### src/rtl/sc_phase_pkg.sv
// sc_phase_pkg: FSM state encoding and minimum phase/dead-time constants for the phase generator
package sc_phase_pkg;
  typedef enum logic [2:0] {IDLE, P1, GAP12, P2, GAP21} state_e;
  localparam int MIN_PHASE = 2;
  localparam int MIN_DEAD = 1;
endpackage

### src/rtl/sc_rr_channel_sel.sv
// sc_rr_channel_sel: finds the next enabled channel after ptr (ascending, wrapping)
// ptr/ch_en in; next_ptr is ptr itself when no channel is enabled; any_en = |ch_en
module sc_rr_channel_sel #(
  parameter int NUM_CH = 4,
  parameter int PW = 2
) (
  input  logic [PW-1:0]     ptr,
  input  logic [NUM_CH-1:0] ch_en,
  output logic [PW-1:0]     next_ptr,
  output logic              any_en
);
  logic [PW-1:0] idx;
  always_comb begin
    any_en = |ch_en;
    next_ptr = ptr;
    idx = ptr;
    // scan farthest-first so the nearest enabled channel is assigned last
    for (int k = NUM_CH; k >= 1; k--) begin
      idx = PW'((int'(ptr) + k) % NUM_CH);
      if (ch_en[idx]) next_ptr = idx;
    end
  end
endmodule

### src/rtl/sc_nonoverlap_phase_gen.sv
// sc_nonoverlap_phase_gen: non-overlapping phi1/phi1e/phi2 switch clocks for NUM_CH SC channels
// in: clk, rst_n (async low), en, mode_il, ch_en, phase_cfg, dead_cfg
// out: phi1, phi1e, phi2 (per channel, registered), busy, period_done
module sc_nonoverlap_phase_gen
  import sc_phase_pkg::*;
#(
  parameter int NUM_CH = 4,
  parameter int DIV_W = 8,
  parameter int DEAD_W = 4
) (
  input  logic              clk,
  input  logic              rst_n,
  input  logic              en,
  input  logic              mode_il,
  input  logic [NUM_CH-1:0] ch_en,
  input  logic [DIV_W-1:0]  phase_cfg,
  input  logic [DEAD_W-1:0] dead_cfg,
  output logic [NUM_CH-1:0] phi1,
  output logic [NUM_CH-1:0] phi1e,
  output logic [NUM_CH-1:0] phi2,
  output logic              busy,
  output logic              period_done
);
  localparam int CW = DIV_W > DEAD_W ? DIV_W : DEAD_W;
  localparam int PW = NUM_CH > 1 ? $clog2(NUM_CH) : 1;
  state_e state_q, state_d;
  logic [CW-1:0] cnt_q, cnt_d, phase_q, phase_d, dead_q, dead_d, phase_in, dead_in;
  logic [NUM_CH-1:0] mask_q, mask_d, phi1_d, phi1e_d, phi2_d;
  logic [PW-1:0] ptr_q, ptr_d, nxt_ptr, ptr_go;
  logic mode_q, mode_d, busy_d, done_d, any_en, last, start;
  sc_rr_channel_sel #(.NUM_CH(NUM_CH), .PW(PW)) u_sel (
    .ptr(ptr_q), .ch_en(ch_en), .next_ptr(nxt_ptr), .any_en(any_en)
  );
  always_comb begin
    phase_in = phase_cfg < DIV_W'(MIN_PHASE) ? CW'(MIN_PHASE) : CW'(phase_cfg);
    dead_in = dead_cfg < DEAD_W'(MIN_DEAD) ? CW'(MIN_DEAD) : CW'(dead_cfg);
    last = cnt_q == CW'(1);
    start = en && any_en;
    // rotate after an interleaved period, and never start on a disabled pointer
    ptr_go = ((state_q == GAP21 && mode_q) || !ch_en[ptr_q]) ? nxt_ptr : ptr_q;
    state_d = state_q;
    cnt_d = state_q == IDLE ? '0 : cnt_q - CW'(1);
    phase_d = phase_q;
    dead_d = dead_q;
    mask_d = mask_q;
    mode_d = mode_q;
    ptr_d = ptr_q;
    case (state_q)
      IDLE: if (start) begin
        state_d = P1;
        ptr_d = ptr_go;
      end
      P1: if (last) begin
        state_d = GAP12;
        cnt_d = dead_q;
      end
      GAP12: if (last) begin
        state_d = P2;
        cnt_d = phase_q;
      end
      P2: if (last) begin
        state_d = GAP21;
        cnt_d = dead_q;
      end
      GAP21: if (last) begin
        state_d = start ? P1 : IDLE;
        ptr_d = ptr_go;
      end
      default: state_d = IDLE;
    endcase
    // config, channel set and mode are frozen for the whole period on entry to P1
    if (state_d == P1 && state_q != P1) begin
      phase_d = phase_in;
      dead_d = dead_in;
      cnt_d = phase_in;
      mode_d = mode_il;
      mask_d = mode_il ? NUM_CH'(1) << ptr_d : ch_en;
    end
    if (state_d == IDLE) cnt_d = '0;
    phi1_d = state_d == P1 ? mask_d : '0;
    phi1e_d = (state_d == P1 && cnt_d != CW'(1)) ? mask_d : '0;
    phi2_d = state_d == P2 ? mask_d : '0;
    busy_d = state_d != IDLE;
    done_d = state_d == GAP21 && cnt_d == CW'(1);
  end
  always_ff @(posedge clk or negedge rst_n) begin
    if (!rst_n) begin
      state_q <= IDLE;
      cnt_q <= '0;
      phase_q <= '0;
      dead_q <= '0;
      mask_q <= '0;
      mode_q <= 1'b0;
      ptr_q <= '0;
      phi1 <= '0;
      phi1e <= '0;
      phi2 <= '0;
      busy <= 1'b0;
      period_done <= 1'b0;
    end else begin
      state_q <= state_d;
      cnt_q <= cnt_d;
      phase_q <= phase_d;
      dead_q <= dead_d;
      mask_q <= mask_d;
      mode_q <= mode_d;
      ptr_q <= ptr_d;
      phi1 <= phi1_d;
      phi1e <= phi1e_d;
      phi2 <= phi2_d;
      busy <= busy_d;
      period_done <= done_d;
    end
  end
endmodule
### config.mk
export PLATFORM = sky130hd
export DESIGN_NAME = sc_nonoverlap_phase_gen
export DESIGN_NICKNAME = d
export VERILOG_FILES = /design/src/rtl/sc_phase_pkg.sv /design/src/rtl/sc_rr_channel_sel.sv /design/src/rtl/sc_nonoverlap_phase_gen.sv
export SDC_FILE = /design/constraint.sdc
export NUM_CORES = 1
export LEC_CHECK = 0
export CORE_MARGIN = 3
export CORE_UTILIZATION = 36
export CTS_CLUSTER_DIAMETER = 40
export CTS_CLUSTER_SIZE = 16
export DETAILED_ROUTE_END_ITERATION = 10
export GPL_TIMING_DRIVEN = 1
export HOLD_SLACK_MARGIN = 0.05
export PLACE_DENSITY = 0.58
export SLEW_MARGIN = 20
export SYNTH_ARGS = -nofsm -noshare
export SYNTH_HDL_FRONTEND = slang
export SYNTH_SLANG_ARGS = --single-unit
### constraint.sdc
create_clock -name clk -period 6.6 [get_ports clk]
set_input_delay 0.99 -clock clk [delete_from_list [all_inputs] [get_ports clk]]
set_output_delay 0.99 -clock clk [all_outputs]
set_load 0.02 [all_outputs]
-- Word-level counts from Yosys, hierarchy flattened
Index checks and enable logic that the tools add are counted.
- flip-flop bits (word level): 48
- input port bits: 20
- equal/unequal tests: 11
- $add $sub $neg: 5
- shifts and indexed selects: 1
- reductions and logical operators: 12
- muxes and demuxes: 38
- order comparisons: 7
- operators with widths (operator ; number):
    $mux 8 ; 6
    $mux 4 ; 6
    $eq 8x1->1 const B ; 2
    $pmux 8 s2 ; 1
    $lt 2x3->1 const B ; 5
    $mux 3 ; 5
    $pmux 3 s5 ; 1
    $mux 2 ; 7
    $bmux 1 s2 ; 5
    $eq 3x2->1 const B ; 3
    $lt 8x2->1 const B ; 1
    $ne 8x1->1 const B ; 1
    $sub 8x1->8 const B ; 1
    $eq 3x1->1 const B ; 2
    $eq 3x3->1 const B ; 2
    $logic_not 3->1 ; 2
    $mux 1 ; 6
    $logic_and 1x1->1 ; 5
    $add 2x1->2 const B ; 2
    $add 2x2->2 const B ; 2
    $lt 4x1->1 const B ; 1
    $pmux 2 s2 ; 1
    $reduce_or 4->1 ; 1
    $shl 1x2->4 const A ; 1
    5 further kinds ; 5

-- Depth between registers and ports, before layout
- depth in word-level cells: 14
- depth in mapped cells: 10
- mapped depth without buffers: 10

-- Cells and area by module
A second synthesis with hierarchy kept.
- cell total of the unflattened synthesis: 281
- area, all modules: 2472.4 um^2
- by module, submodules not included (module ; times used ; area each (um^2) ; sequential area each (um^2) ; cells each):
    sc_nonoverlap_phase_gen ; 1 ; 2399.8 ; 1101.1 ; 267
    sc_rr_channel_sel ; 1 ; 72.6 ; 0.0 ; 14

-- Worst setup path before layout
No wires, ideal clock.
- path kind: in2reg
- start point: input port ch_en[3]
- end point: register phi1e[3]
- library setup time: 0.131 ns
- stages: 9
- arrival: 2.691 ns
- path slack: 3.778 ns
- cells stage by stage: buf_2 o41ai_4 nor2_2 and2_4 buf_6 a221oi_2 o21ai_2 nor4_4 nor3b_2
- elaborated cells on any way between the ends: 37
- RTL lines (item ; line ; text):
    start, declared ; sc_nonoverlap_phase_gen.sv:15 ; input logic [NUM_CH-1:0] ch_en,
    $reduce_or 4->1 (*) ; sc_rr_channel_sel.sv:14 ; any_en = |ch_en;
    $logic_and 1x1->1 (*) ; sc_nonoverlap_phase_gen.sv:38 ; start = en && any_en;
    $mux 1 ; sc_nonoverlap_phase_gen.sv:66 ; state_d = start ? P1 : IDLE;
    $mux 3 ; sc_nonoverlap_phase_gen.sv:65 ; GAP21: if (last) begin
    $pmux 3 s5 (*) ; sc_nonoverlap_phase_gen.sv:48 ; case (state_q)
    $eq 3x1->1 ; sc_nonoverlap_phase_gen.sv:72 ; if (state_d == P1 && state_q != P1) begin
    $logic_and 1x1->1 ; sc_nonoverlap_phase_gen.sv:72 ;
    $mux 8 ; sc_nonoverlap_phase_gen.sv:72 ;
    $mux 8 (*) ; sc_nonoverlap_phase_gen.sv:79 ; if (state_d == IDLE) cnt_d = '0;
    via cnt_d[0] ; sc_nonoverlap_phase_gen.sv:27 ; logic [CW-1:0] cnt_q, cnt_d, phase_q, phase_d, dead_q, dead_d, phase_in, dead_in;
    $ne 8x1->1 (*) ; sc_nonoverlap_phase_gen.sv:81 ; phi1e_d = (state_d == P1 && cnt_d != CW'(1)) ? mask_d : '0;
    $logic_and 1x1->1 (*) ; sc_nonoverlap_phase_gen.sv:81 ;
    $mux 4 (*) ; sc_nonoverlap_phase_gen.sv:81 ;
    via phi1e_d[3] ; sc_nonoverlap_phase_gen.sv:28 ; logic [NUM_CH-1:0] mask_q, mask_d, phi1_d, phi1e_d, phi2_d;
    end signal, assigned ; sc_nonoverlap_phase_gen.sv:109 ; phi1e <= phi1e_d;
    end, declared ; sc_nonoverlap_phase_gen.sv:19 ; output logic [NUM_CH-1:0] phi1e,
The timed path passes the listed nets; every way through them passes the cells marked *. The select of a mux whose other input is x is not followed.
A chain may end at the register's enable or synchronous reset.

-- Worst setup path in the final report
- start point: input port ch_en[1]
- end point: register phi1e[0]
- longest elaborated chain between the ends: 13
- elaborated cells on any way between the ends: 37
- ends and longest elaborated chain (item ; line ; text):
    $bmux 1 s2 ; sc_rr_channel_sel.sv:20 ; if (ch_en[idx]) next_ptr = idx;
    $mux 1 (implied by the code) ; sc_rr_channel_sel.sv:20 ;
    $mux 2 (4 in a row) ; sc_rr_channel_sel.sv:20 ;
    $mux 2 ; sc_nonoverlap_phase_gen.sv:40 ; ptr_go = ((state_q == GAP21 && mode_q) || !ch_en[ptr_q]) ? nxt_ptr : ptr_q;
    $mux 2, on equally long branches ; sc_nonoverlap_phase_gen.sv:65, sc_nonoverlap_phase_gen.sv:49 ;
    $pmux 2 s2 ; sc_nonoverlap_phase_gen.sv:48 ;
    $shl 1x2->4 ; sc_nonoverlap_phase_gen.sv:77 ; mask_d = mode_il ? NUM_CH'(1) << ptr_d : ch_en;
    $mux 4 ; sc_nonoverlap_phase_gen.sv:77 ;
    $mux 4 ; sc_nonoverlap_phase_gen.sv:72 ;
    $mux 4 (*) ; sc_nonoverlap_phase_gen.sv:81 ;
    via phi1e_d[0] ; sc_nonoverlap_phase_gen.sv:28 ;
Marks and branches as above.

==> results.md <==
| Stage | Result | This run |
|:---|:---|:---|
| status | Result of the run | completed |
| cells and area | Syn-to-layout area delta | 19.2% |
| timing | Setup TNS | 0 ps |
| grt | Pin count of the biggest net entering global routing | 45 |
| timing | Final worst-path cycle share | 55.2% |
| hold path | Type of the worst min-delay path | register to register |
| critical path | Top fanout value on the critical path | 25 |
| cells and area | Layout cells sized above 1 | 13.0% |
| floorplan | Effective utilization at floorplan | 37.3% |
| critical path | Required time at the worst-slack endpoint | 6780 ps |
| cts | Post-CTS Repair Setup Buffers | 0 |
| floorplan | Top-level I/O count | 34 |
| route | Number of DRC violations after detailed routing | 0 |
| critical path | Startpoint types | primary input |
| cells and area | Final std cells w/o fill | 396 |
| synth | Post-synth design cell area | 2560 um^2 |
| placed design | Detailed-placement wirelength estimate | 4.45 mm |
| pwr | VDD IR max | 0.180 mV |
| pwr | Power density over cell area | 461 nW/um^2 |
| critical path | Slowest-stage cell, CP | sky130_fd_sc_hd__o41ai_4 |
| cts | Number of buffers between clock root and the deepest sink | 2 |
| floorplan | Die Area | 8170 um^2 |
| cts | CTS tree | done |
| synth | Synth area leader | sky130_fd_sc_hd__dfrtp_1 |
| route | Total vias in the final route | 2,056 |
| cts | Total CTS buffers | 5 |
| grt | Antenna violations before repair | 0 |
| placed design | Cell Count Post-Placement | 388 |
| synth | Synthesized net count | 294 |
| job | Max cap viols | 0 |
| placed design | # port buffers | 33 |
| grt | First-pass GRT wire length | 10.3 mm |
| critical path | Kind of critical path | primary input to register |
| cells and area | Number of fillers in the final layout | 660 |
| timing | Worst-case clock skew | 7.93 ps |
| synth | Yosys warning count | 0 |
| synth | Share of flip-flops with an asynchronous set or reset | 100% |
| cts | Number of hold buffers added after cts | 0 |
| route | Wire length on met3 | 318 um |
| route | Routed wl met2 | 2.63 mm |
| floorplan | Core Box Area | 6870 um^2 |
| synth | Syn Area/Cell | 9.43 um^2 |
| critical path | Data arrival time of the critical path | 3820 ps |
| synth | Number of flip-flops and latches in the synthesized netlist | 44 |
| critical path | Kind of cell adding the most delay to the critical path | simple AND/OR/NAND/NOR gates |
| floorplan | Die X | 90.4 um |
| cells and area | Number of nets in the layout | 321 |
| critical path | Critical path buffer and inverter count | 1 |
| timing | Transition time at the pin with the least slew margin | 996 ps |
| cts | H-tree levels | 2 |
| timing | Fmax | 274 MHz |
| synth | Post-synth top area share | 42.9% |
| critical path | Worst path cell trace | clkdlybuf4s50_1, o41ai_4, nor2_2, nand2_1, a31oi_1, nor4_4, nor3_1 |
| route | Number of vias per cell after detailed routing | 5.19 |
| route | Starting DRC count in detailed routing | 197 |
| cts | Sink Count | 44 |
| route | Top layer reached by signal wires | met4 |
| synth | Number of flops mapped to enable cells by yosys | 0 |
| synth | Dominant cell by count in the synthesized netlist | sky130_fd_sc_hd__nand2_1 |
| grt | Global Route Usage Sum | 15.6% |
| timing | Count of final setup violators | 0 |
| synth | Top post-synthesis cells by count | 50 x sky130_fd_sc_hd__nand2_1, 44 x sky130_fd_sc_hd__dfrtp_1, 20 x sky130_fd_sc_hd__nor2_1 |
| grt | Via count of the first global-routing pass | 1,983 |
| route | Count of antenna-violating nets left after detailed routing | 0 |
| critical path | Delay of the slowest cell on the worst path | 660 ps |
| synth | Count of cell types in the netlist | 72 |
| cts | Clock latency at the later pin of the worst-skew pair | 300 ps |
| timing | Count of pins over their slew limit | 0 |
| synth | Post-synthesis sequential area ratio | 42.9% |
| grt | GR Overflow Total | 0 |
| pwr | Final total power | 1.41 mW |
| critical path | Reg2Reg Setup Slack | 3570 ps |
| timing | Final Hold Viols | 0 |
| timing | Worst slew margin relative to its limit | 33.6% |
| route | Met1 wire length | 3.01 mm |
| synth | Predominant post-synthesis flop cell | sky130_fd_sc_hd__dfrtp_1 |
| timing | Unrepaired setup endpoints after global routing | false |
| cells and area | Total inserted antenna cells | 0 |
| route | First-pass iteration count of the detailed router | 4 |
| pwr | Leakage dissipation | 1.25 nW |
| cts | Clock-pin slew of the registers on the worst-case setup and hold paths | 90 ps |
| route | Routed wire length | 6.09 mm |
| route | Routed len/inst | 15.4 um |
| cts | Buffer cell driving the clock tree root | sky130_fd_sc_hd__clkbuf_8 |
| critical path | Capturing element type of the critical path | register |
| floorplan | Number of placement rows | 30 |
| floorplan | Die Y-Extent | 90.4 um |
| synth | Largest cells by area after synthesis | sky130_fd_sc_hd__dfrtp_1 43%, sky130_fd_sc_hd__nand2_1 7.3%, sky130_fd_sc_hd__a21oi_1 2.9%, sky130_fd_sc_hd__nor2_1 2.9%, sky130_fd_sc_hd__o21ai_0 2.7% |
| placed design | Final weighted congestion in routability-driven placement | 0.852 |
| cts | Total of cells resized after clock tree synthesis | 0 |
| synth | Gate count of the mapped netlist | 272 |
| timing | Clock period minus final worst setup slack | 3650 ps |
==> final timing paths <==
check,from,depth (start not counted),end
max,ch_en[1],7,phi1e[0]
min,dead_q[1],2,dead_q[1]
max reg2reg,cnt_q[1],10,phi2[2]
min reg2reg,dead_q[1],2,dead_q[1]
max in group asynchronous,rst_n,1,dead_q[3]
min in group asynchronous,rst_n,1,ptr_q[1]
==> cell type report <==
cell class                      instances  area, um^2  area share, %
Clock buffer                            5        68.8           2.25
Clock inverter                          3        46.3           1.51
Inverter                               10        37.5           1.23
Multi-Input combinational cell        205        1360           44.4
Sequential cell                        44        1100           36.0
Tap cell                               96         120           3.93
Timing Repair Buffer                   33         325           10.6
==> power by group <==
part	leakage [nW]	switching [mW]	total (mW)	internal [mW]
sequential	0.541	0.100	0.489	0.389
combinational	0.656	0.399	0.707	0.308
clock	0.0548	0.100	0.214	0.114
==> cells in the final DEF (no fill, tap or decap), types with 3 or more instances in the layout <==
master	n
sky130_fd_sc_hd__nand2_1	50
sky130_fd_sc_hd__dfrtp_1	44
sky130_fd_sc_hd__clkdlybuf4s50_1	32
sky130_fd_sc_hd__nor2_1	20
sky130_fd_sc_hd__a21oi_1	15
sky130_fd_sc_hd__o21ai_0	14
sky130_fd_sc_hd__inv_1	8
sky130_fd_sc_hd__nor3_1	6
sky130_fd_sc_hd__nand3_1	5
sky130_fd_sc_hd__a31oi_1	5
sky130_fd_sc_hd__clkbuf_8	5
sky130_fd_sc_hd__xor2_1	4
sky130_fd_sc_hd__nand3b_1	4
sky130_fd_sc_hd__and2_1	4
sky130_fd_sc_hd__nor2b_1	4
sky130_fd_sc_hd__nand2b_1	3
sky130_fd_sc_hd__o21ai_1	3
sky130_fd_sc_hd__a211oi_1	3
==> metal layers <==
layer	vias up	global-route usage [%]
li1	1016	-
met1	968	23.5
met2	62	22.3
met3	10	2.92
met4	0	5.61
met5	-	0
==> flip-flops by register name, indices dropped and copies added, names as in the netlist <==
register     count
busy             1
cnt_q            8
dead_q           4
mask_q           4
mode_q           1
period_done      1
phase_q          8
phi1             4
phi1e            4
phi2             4
ptr_q            2
state_q          3
==> worst reg2reg max path, cell delays in order, from the launching register on <==
cell and delay [ps]:
sky130_fd_sc_hd__dfrtp_1 420, sky130_fd_sc_hd__inv_1 90, sky130_fd_sc_hd__ha_1 180, sky130_fd_sc_hd__or3b_2 560
sky130_fd_sc_hd__o21ai_4 300, sky130_fd_sc_hd__nand2_1 530, sky130_fd_sc_hd__a21o_1 330, sky130_fd_sc_hd__a31oi_1 180
sky130_fd_sc_hd__or2_1 190, sky130_fd_sc_hd__inv_2 40, sky130_fd_sc_hd__and2_1 120
==> per-stage QoR <==
stage               setup slack (ps)  instance area, um^2  hold slack (ps)  utilization [%]
global placement                2730                 2940              461             42.8
floorplan                       3780                 2560              439                -
global route                    2730                 3060              526             44.5
finish                          2950                 3060              488             44.5
detailed placement              2650                 2940              474             42.8
CTS                             2980                 3060              495             44.5
==> kinds of logic (layout without fill, tap and decap cells) <==
logic type      count (synthesis)  in the layout  synth area share, %
flops                          44             44                 42.9
buf+inv                        23             51                 4.15
compound gates                 74             74                 23.7
simple gates                  121            121                 24.8
fa+ha+maj                       2              2                0.975
xor+xnor                        5              5                 1.71
mux                             3              3                 1.76
(Power assumes the default switching activity.)
